--- src/rtl/add_nnbit_digit_serial_if.sv ---
// ---------------------------------------------------------------------------
// add_nnbit_digit_serial_if
//
// Purpose:
//   Handshake and data bundle for the digit-serial adder. The requester
//   (master) presents operands with a valid/ready handshake and consumes the
//   result with a second valid/ready handshake. The adder (slave) drives the
//   ready, valid and result signals.
//
// Signals:
//   i_valid    master -> slave  operand request valid
//   o_ready    slave  -> master adder can accept operands
//   i_num_a    master -> slave  operand A, DATA_WIDTH bits
//   i_num_b    master -> slave  operand B, DATA_WIDTH bits
//   i_cry      master -> slave  carry-in
//   i_sub      master -> slave  subtract select (only with
//                               ADD_NNBIT_DIGIT_SERIAL_SUB_EN defined)
//   o_valid    slave  -> master result valid
//   i_ready    master -> slave  requester accepts the result
//   o_res      slave  -> master sum, DATA_WIDTH bits
//   o_cry      slave  -> master carry-out of the top bit
//
// Optional feature macro: ADD_NNBIT_DIGIT_SERIAL_SUB_EN adds i_sub.
// ---------------------------------------------------------------------------
interface add_nnbit_digit_serial_if #(
    parameter int DATA_WIDTH = 8
);

    logic                  i_valid;
    logic                  o_ready;
    logic [DATA_WIDTH-1:0] i_num_a;
    logic [DATA_WIDTH-1:0] i_num_b;
    logic                  i_cry;
`ifdef ADD_NNBIT_DIGIT_SERIAL_SUB_EN
    logic                  i_sub;
`endif
    logic                  o_valid;
    logic                  i_ready;
    logic [DATA_WIDTH-1:0] o_res;
    logic                  o_cry;

    modport master (
        output i_valid, i_num_a, i_num_b, i_cry, i_ready,
`ifdef ADD_NNBIT_DIGIT_SERIAL_SUB_EN
        output i_sub,
`endif
        input  o_ready, o_valid, o_res, o_cry
    );

    modport slave (
        input  i_valid, i_num_a, i_num_b, i_cry, i_ready,
`ifdef ADD_NNBIT_DIGIT_SERIAL_SUB_EN
        input  i_sub,
`endif
        output o_ready, o_valid, o_res, o_cry
    );

endinterface

--- src/rtl/add_nnbit_digit_serial.sv ---
// ---------------------------------------------------------------------------
// add_nnbit_digit_serial
//
// Purpose:
//   Multi-cycle digit-serial carry adder. Operands are captured on the
//   accepting edge, then one DIGIT_WIDTH-bit slice is added per cycle, LSB
//   digit first, with the carry held in a register between digits. After
//   NUM_DIGITS cycles of calculation the result is published and held until
//   the requester takes it.
//
// Ports:
//   i_clk   clock, rising edge
//   i_rst   asynchronous reset, active-high
//   bus     add_nnbit_digit_serial_if.slave: operand valid/ready, operands,
//           carry-in, result valid/ready, sum and carry-out
//
// Parameters:
//   DATA_WIDTH   operand/result width in bits (>= 1)
//   DIGIT_WIDTH  bits added per cycle; must divide DATA_WIDTH exactly
//
// Optional feature macro: ADD_NNBIT_DIGIT_SERIAL_SUB_EN
//   When defined, bus.i_sub selects A - B - i_cry, computed as
//   A + ~B + ~i_cry; o_cry then reads 1 for "no borrow".
//   When undefined the datapath is the same with the subtract select tied
//   to 0.
// ---------------------------------------------------------------------------
module add_nnbit_digit_serial #(
    parameter int DATA_WIDTH  = 8,
    parameter int DIGIT_WIDTH = 2
) (
    input logic                     i_clk,
    input logic                     i_rst,
    add_nnbit_digit_serial_if.slave bus
);

    // -----------------------------------------------------------------------
    // Derived constants
    // -----------------------------------------------------------------------
    localparam int NUM_DIGITS = (DIGIT_WIDTH > 0) ? (DATA_WIDTH / DIGIT_WIDTH) : 1;
    localparam int CNT_WIDTH  = (NUM_DIGITS > 1) ? $clog2(NUM_DIGITS) : 1;

    localparam logic [CNT_WIDTH-1:0] LAST_DIGIT = CNT_WIDTH'(NUM_DIGITS - 1);

    localparam logic [1:0] ST_IDLE = 2'b00;
    localparam logic [1:0] ST_CALC = 2'b01;
    localparam logic [1:0] ST_DONE = 2'b10;

    // -----------------------------------------------------------------------
    // Elaboration-time parameter checks
    // -----------------------------------------------------------------------
    if (DATA_WIDTH < 1) begin : g_bad_data_width
        $error("add_nnbit_digit_serial: DATA_WIDTH must be >= 1");
    end

    if (DIGIT_WIDTH < 1) begin : g_bad_digit_width
        $error("add_nnbit_digit_serial: DIGIT_WIDTH must be >= 1");
    end else if ((DATA_WIDTH % DIGIT_WIDTH) != 0) begin : g_bad_digit_split
        $error("add_nnbit_digit_serial: DIGIT_WIDTH must divide DATA_WIDTH");
    end

    // -----------------------------------------------------------------------
    // State and datapath registers
    // -----------------------------------------------------------------------
    logic [1:0]            state;
    logic [1:0]            state_next;

    logic [DATA_WIDTH-1:0] a_sr;     // operand A, consumed from the bottom
    logic [DATA_WIDTH-1:0] b_sr;     // operand B (inverted when subtracting)
    logic [DATA_WIDTH-1:0] res_sr;   // partial sum, filled from the top
    logic                  carry;    // carry between digits
    logic [CNT_WIDTH-1:0]  cnt;      // index of the digit being added

    logic [DATA_WIDTH-1:0] res_q;    // published sum
    logic                  cry_q;    // published carry-out

    // -----------------------------------------------------------------------
    // Operand conditioning at acceptance
    // -----------------------------------------------------------------------
    logic                  sub_sel;
    logic [DATA_WIDTH-1:0] b_load;
    logic                  carry_load;

`ifdef ADD_NNBIT_DIGIT_SERIAL_SUB_EN
    assign sub_sel = bus.i_sub;
`else
    assign sub_sel = 1'b0;
`endif

    // Subtraction is A + ~B + ~cin, so both B and the carry-in are simply
    // inverted on the way into the registers; the adder itself never changes.
    assign b_load     = bus.i_num_b ^ {DATA_WIDTH{sub_sel}};
    assign carry_load = bus.i_cry ^ sub_sel;

    // -----------------------------------------------------------------------
    // Digit adder and result shifter
    // -----------------------------------------------------------------------
    logic [DIGIT_WIDTH:0]  digit_sum;
    logic [DATA_WIDTH-1:0] digit_ext;
    logic [DATA_WIDTH-1:0] res_shift;
    logic                  last_digit;

    assign digit_sum = {1'b0, a_sr[DIGIT_WIDTH-1:0]}
                     + {1'b0, b_sr[DIGIT_WIDTH-1:0]}
                     + {{DIGIT_WIDTH{1'b0}}, carry};

    // New digit enters at the top while earlier digits move down, so after
    // NUM_DIGITS shifts the first (least significant) digit sits at bit 0.
    // Written as shifts rather than a slice concatenation so the
    // DIGIT_WIDTH == DATA_WIDTH case needs no special handling.
    assign digit_ext = DATA_WIDTH'(digit_sum[DIGIT_WIDTH-1:0]);
    assign res_shift = (res_sr >> DIGIT_WIDTH)
                     | (digit_ext << (DATA_WIDTH - DIGIT_WIDTH));

    assign last_digit = (cnt == LAST_DIGIT);

    // -----------------------------------------------------------------------
    // Next-state logic
    // -----------------------------------------------------------------------
    always_comb begin
        // NOTE: state_next gets a default before any branch so every path
        // assigns it and no latch is inferred.
        state_next = state;
        case (state)
            ST_IDLE: if (bus.i_valid)  state_next = ST_CALC;
            ST_CALC: if (last_digit)   state_next = ST_DONE;
            ST_DONE: if (bus.i_ready)  state_next = ST_IDLE;
            default:                   state_next = ST_IDLE;
        endcase
    end

    always_ff @(posedge i_clk or posedge i_rst) begin
        // NOTE: sequential state uses non-blocking assignments so every
        // register samples pre-edge values regardless of statement order.
        if (i_rst) begin
            state <= ST_IDLE;
        end else begin
            state <= state_next;
        end
    end

    // -----------------------------------------------------------------------
    // Datapath registers
    // -----------------------------------------------------------------------
    always_ff @(posedge i_clk or posedge i_rst) begin
        if (i_rst) begin
            a_sr   <= '0;
            b_sr   <= '0;
            res_sr <= '0;
            carry  <= 1'b0;
            cnt    <= '0;
            res_q  <= '0;
            cry_q  <= 1'b0;
        end else begin
            case (state)
                ST_IDLE: begin
                    // Operands are sampled only here; anything presented
                    // while busy is ignored.
                    if (bus.i_valid) begin
                        a_sr  <= bus.i_num_a;
                        b_sr  <= b_load;
                        carry <= carry_load;
                        cnt   <= '0;
                    end
                end

                ST_CALC: begin
                    a_sr   <= a_sr >> DIGIT_WIDTH;
                    b_sr   <= b_sr >> DIGIT_WIDTH;
                    res_sr <= res_shift;
                    carry  <= digit_sum[DIGIT_WIDTH];
                    cnt    <= cnt + 1'b1;
                    // Published outputs change only on entry to DONE, so
                    // they hold the last result between transactions.
                    if (last_digit) begin
                        res_q <= res_shift;
                        cry_q <= digit_sum[DIGIT_WIDTH];
                    end
                end

                default: begin
                    // DONE: hold everything until the result is taken.
                end
            endcase
        end
    end

    // -----------------------------------------------------------------------
    // Outputs: handshake flags decode the state register only
    // -----------------------------------------------------------------------
    assign bus.o_ready = (state == ST_IDLE);
    assign bus.o_valid = (state == ST_DONE);
    assign bus.o_res   = res_q;
    assign bus.o_cry   = cry_q;

endmodule
--- src/flat_wrapper.sv ---
// flat-port wrapper written by rule: the top's interface ports become plain ports
module add_nnbit_digit_serial_flat 
#(
    parameter int DATA_WIDTH  = 8,
    parameter int DIGIT_WIDTH = 2
)
  (i_clk, i_rst, bus_i_valid, bus_i_num_a, bus_i_num_b, bus_i_cry, bus_i_ready, bus_o_ready, bus_o_valid, bus_o_res, bus_o_cry);
  add_nnbit_digit_serial_if #(.DATA_WIDTH(DATA_WIDTH)) bus_i ();
  input logic i_clk;
  input logic i_rst;
  input wire logic [$bits(bus_i.i_valid)-1:0] bus_i_valid;
  input wire logic [$bits(bus_i.i_num_a)-1:0] bus_i_num_a;
  input wire logic [$bits(bus_i.i_num_b)-1:0] bus_i_num_b;
  input wire logic [$bits(bus_i.i_cry)-1:0] bus_i_cry;
  input wire logic [$bits(bus_i.i_ready)-1:0] bus_i_ready;
  output wire logic [$bits(bus_i.o_ready)-1:0] bus_o_ready;
  output wire logic [$bits(bus_i.o_valid)-1:0] bus_o_valid;
  output wire logic [$bits(bus_i.o_res)-1:0] bus_o_res;
  output wire logic [$bits(bus_i.o_cry)-1:0] bus_o_cry;
  assign bus_i.i_valid = bus_i_valid;
  assign bus_i.i_num_a = bus_i_num_a;
  assign bus_i.i_num_b = bus_i_num_b;
  assign bus_i.i_cry = bus_i_cry;
  assign bus_i.i_ready = bus_i_ready;
  assign bus_o_ready = bus_i.o_ready;
  assign bus_o_valid = bus_i.o_valid;
  assign bus_o_res = bus_i.o_res;
  assign bus_o_cry = bus_i.o_cry;
  add_nnbit_digit_serial #(.DATA_WIDTH(DATA_WIDTH), .DIGIT_WIDTH(DIGIT_WIDTH)) u_core (.i_clk(i_clk), .i_rst(i_rst), .bus(bus_i));
endmodule
--- config.mk ---
export PLATFORM = sky130hd
export DESIGN_NAME = add_nnbit_digit_serial_flat
export DESIGN_NICKNAME = d
export VERILOG_FILES = /design/src/rtl/add_nnbit_digit_serial_if.sv /design/src/rtl/add_nnbit_digit_serial.sv /design/src/flat_wrapper.sv
export SDC_FILE = /design/constraint.sdc
export NUM_CORES = 1
export LEC_CHECK = 0
export CORE_MARGIN = 2
export CORE_UTILIZATION = 40
export DETAILED_ROUTE_END_ITERATION = 16
export PLACE_DENSITY_LB_ADDON = 0.05
export RECOVER_POWER = 100
export SKIP_CTS_REPAIR_TIMING = 1
export SYNTH_ARGS = -nofsm -noshare
export SYNTH_HDL_FRONTEND = slang
export SYNTH_SLANG_ARGS = --single-unit
--- constraint.sdc ---
create_clock -name i_clk -period 1.8 [get_ports i_clk]
set_input_delay 0.27 -clock i_clk [delete_from_list [all_inputs] [get_ports i_clk]]
set_output_delay 0.27 -clock i_clk [all_outputs]
set_load 0.005 [all_outputs]
==> impl_metrics.csv <==
group,metric,value,unit
floorplan,row_count,23,
final_layout,register_area,902,um2
worst_setup_path,slowest_stage,"clkdlybuf4s50_1",
power,power.net_switching,1.22,mW
drt,wire_per_inst,14.4,um
yosys,synth_fp_nets,162,
timing,final.setup.tns,0,ns
worst_setup_path,crit_type,"flip-flop to output port",
final_layout,area_delta_synth_final,24.8,%
power,total_power,3.70,mW
drt,routed_wirelength,3.23,mm
final_layout,fill_cells,361,
worst_setup_path,cp.buffers_inverters,2,
worst_setup_path,cp-end-kind,"output port",
final_layout,layout.nets,198,
yosys,syn_area,1730,um2
clock_tree,cts-root-buf,"clkbuf_8",
job,drv_cap,0,
yosys,async_flop_share,100,%
power,p_per_area,1710,nW/um2
drt,vias_per_cell,5.13,
placed_design,port-buffer-count,31,
power,power_frac_clock,18.7,%
power,p_int,2.48,mW
yosys,ys_top_cells_by_count,"dfrtp_1, inv_1, nor3b_1",
placed_design,dp_hpwl,2.18,mm
floorplan,die_h,69.8,um
timing,finalCritPeriodShare,96.5,%
clock_tree,h-tree-depth,2,
timing,fin_ws,0.0623,ns
power,switching_share,33.1,%
drt,dr_total_vias,1154,
worst_setup_path,critPathMaxStageDelay,0.50,ns
drt,first_pass_iters,4,
floorplan,initial_core_util,42.4,%
worst_setup_path,r2r_cells,4,
worst_setup_path,path_max_fanout,5,
worst_setup_path,path_cells,"nand2b_1, inv_1, clkdlybuf4s50_1",
global_routing,grt-ovfl-total,0,
yosys,yosysMostFrequentCell,"dfrtp_1",
clock_tree,cts_tree,"yes",
floorplan,ioPinCount,32,
yosys,synthCells,138,
worst_setup_path,path_depth,3,
final_layout,multiInputGateArea,646,um2
worst_hold_path,hp-class,"flip-flop to flip-flop",
worst_setup_path,startpoint_type,"flip-flop",
timing,tightest_slew,0.889,ns
global_routing,grt_pass1_wl,5.66,mm
floorplan,die_area,4870,um2
drt,drc,0,
timing,min_period,1.74,ns
worst_setup_path,crit_family,"buffers and inverters",
worst_setup_path,critPathRequiredTime,1.53,ns
power,p_leak,0.964,nW
power,vdd_drop_max,0.000769,V
timing,fin_skew,0.00465,ns
yosys,synth_area_leaders,"dfrtp_1, mux2_4, nor3b_1, nor4b_1, inv_1",
yosys,synth-main-ff-cell,"dfrtp_1",
timing,max_freq,575,MHz
timing,rsz0062_at_grt,"no",
worst_hold_path,hold_depth,1,
power,power_frac_seq,38.1,%
placed_design,postPlaceCellArea,2080,um2
worst_setup_path,crit_arrival,1.47,ns
yosys,synth_edf_count,0,
global_routing,grt_use_total,14.7,%
placed_design,dp_slack,0.0750,ns
floorplan,die_w,69.8,um
global_routing,grt_pass1_vias,1227,
status,outcome,"complete, no violations",
yosys,synth_cell_types,25,
timing,final_max_slew_viol_count,0,
yosys,yosys_warnings,0,
timing,slew_headroom,40.7,%
final_layout,antenna_cells,0,
global_routing,grt_max_degree,37,
yosys,yosysTopAreaCellShare,52.0,%
drt,detail-route-antenna-nets,0,
final_layout,fin_util,52.9,%
clock_tree,cts_buffers,5,
yosys,synth_area_per_cell,12.5,um2
final_layout,stdcell_area,2160,um2
clock_tree,clkTransAtPathRegs,0.07,ns
clock_tree,clock_latency,0.28,ns
drt,drt_iter0_markers,32,
global_routing,antenna_found_initial,0,
final_layout,drive_above_1_share,13.7,%
placed_design,gp_congestion,0.714,
power,combPwrFrac,43.2,%
timing,hold_viol_final,0,
clock_tree,ctsLongestPathBuffers,2,
timing,setup_viol,0,
floorplan,core,4090,um2
yosys,synth-seq-cells,36,
clock_tree,clock-sinks,36,
yosys,synth_top_area_cell,"dfrtp_1",
yosys,seq_area_frac_synth,52.0,%
## kinds of logic after synthesis
| logic type | share of synthesized area (%) |
|---|---|
| compound gates | 10.5 |
| simple gates | 13.9 |
| mux | 11.3 |
| buf+inv | 9.25 |
| flops | 52.0 |
| fa+ha+maj | 3.03 |
## power groups by stage
stage | clock network (mW) | logic (mW) | registers (mW)
floorplan | 0 | 1.27 | 1.39
global placement | 0 | 1.69 | 1.43
detailed placement | 0 | 1.74 | 1.44
CTS | 0.721 | 1.74 | 1.43
global route | 0.771 | 1.79 | 1.46
finish | 0.693 | 1.60 | 1.41
## per-stage QoR
step / cells / hold slack, ns
finish: 225 / 0.488
global route: 225 / 0.508
CTS: 224 / 0.414
detailed placement: 216 / 0.483
global placement: 216 / 0.478
floorplan: 138 / 0.378
## registers in the layout (all words and copies together), names as in the netlist
register / count
u_core.a_sr: 8
u_core.b_sr: 8
u_core.bus.o_res: 8
u_core.res_sr: 6
u_core.cnt: 2
u_core.state: 2
u_core.bus.o_cry: 1
u_core.carry: 1
## layer usage
metal	GRT usage, %	share of wire, %
met5	0	0
met4	6.41	1.6
met3	3.49	3.9
met2	23.6	48
met1	19.0	46
## cells in the final DEF (no fill, tap or decap), types with 6 or more instances in the layout
master / synthesis / routed
clkdlybuf4s50_1: 0 / 21
nor4b_1: 9 / 9
mux2_1: 0 / 6
nor3b_1: 12 / 12
a211oi_1: 9 / 9
dfrtp_1: 36 / 35
inv_1: 20 / 20
dlygate4sd3_1: 0 / 10
## layout make-up
class                      count  share of cell area, %
timing repair buffer          40                   17.0
clock inverter                 2                   1.62
sequential                    36                   41.7
multi-input combinational     71                   29.9
tap                           50                   2.90
clock buffer                   6                   3.36
inverter                      20                   3.47
## final timing paths
path,start,endpoint,slack (ns)
min in group asynchronous,i_rst,u_core.a_sr[4]$_DFFE_PP0P_,0.69
max in group asynchronous,i_rst,u_core.state[0]$_DFFE_PP0P_,0.50
worst max register to register,u_core.carry$_DFFE_PP0P_,u_core.carry$_DFFE_PP0P_,0.17
worst min register to register,u_core.bus.o_res[5]$_DFFE_PP0P_,u_core.bus.o_res[5]$_DFFE_PP0P_,0.49
worst min-delay path,u_core.bus.o_res[5]$_DFFE_PP0P_,u_core.bus.o_res[5]$_DFFE_PP0P_,0.49
worst max-delay path,u_core.state[0]$_DFFE_PP0P_,bus_o_valid,0.06
Note: power is estimated with default switching activity, not from simulation.
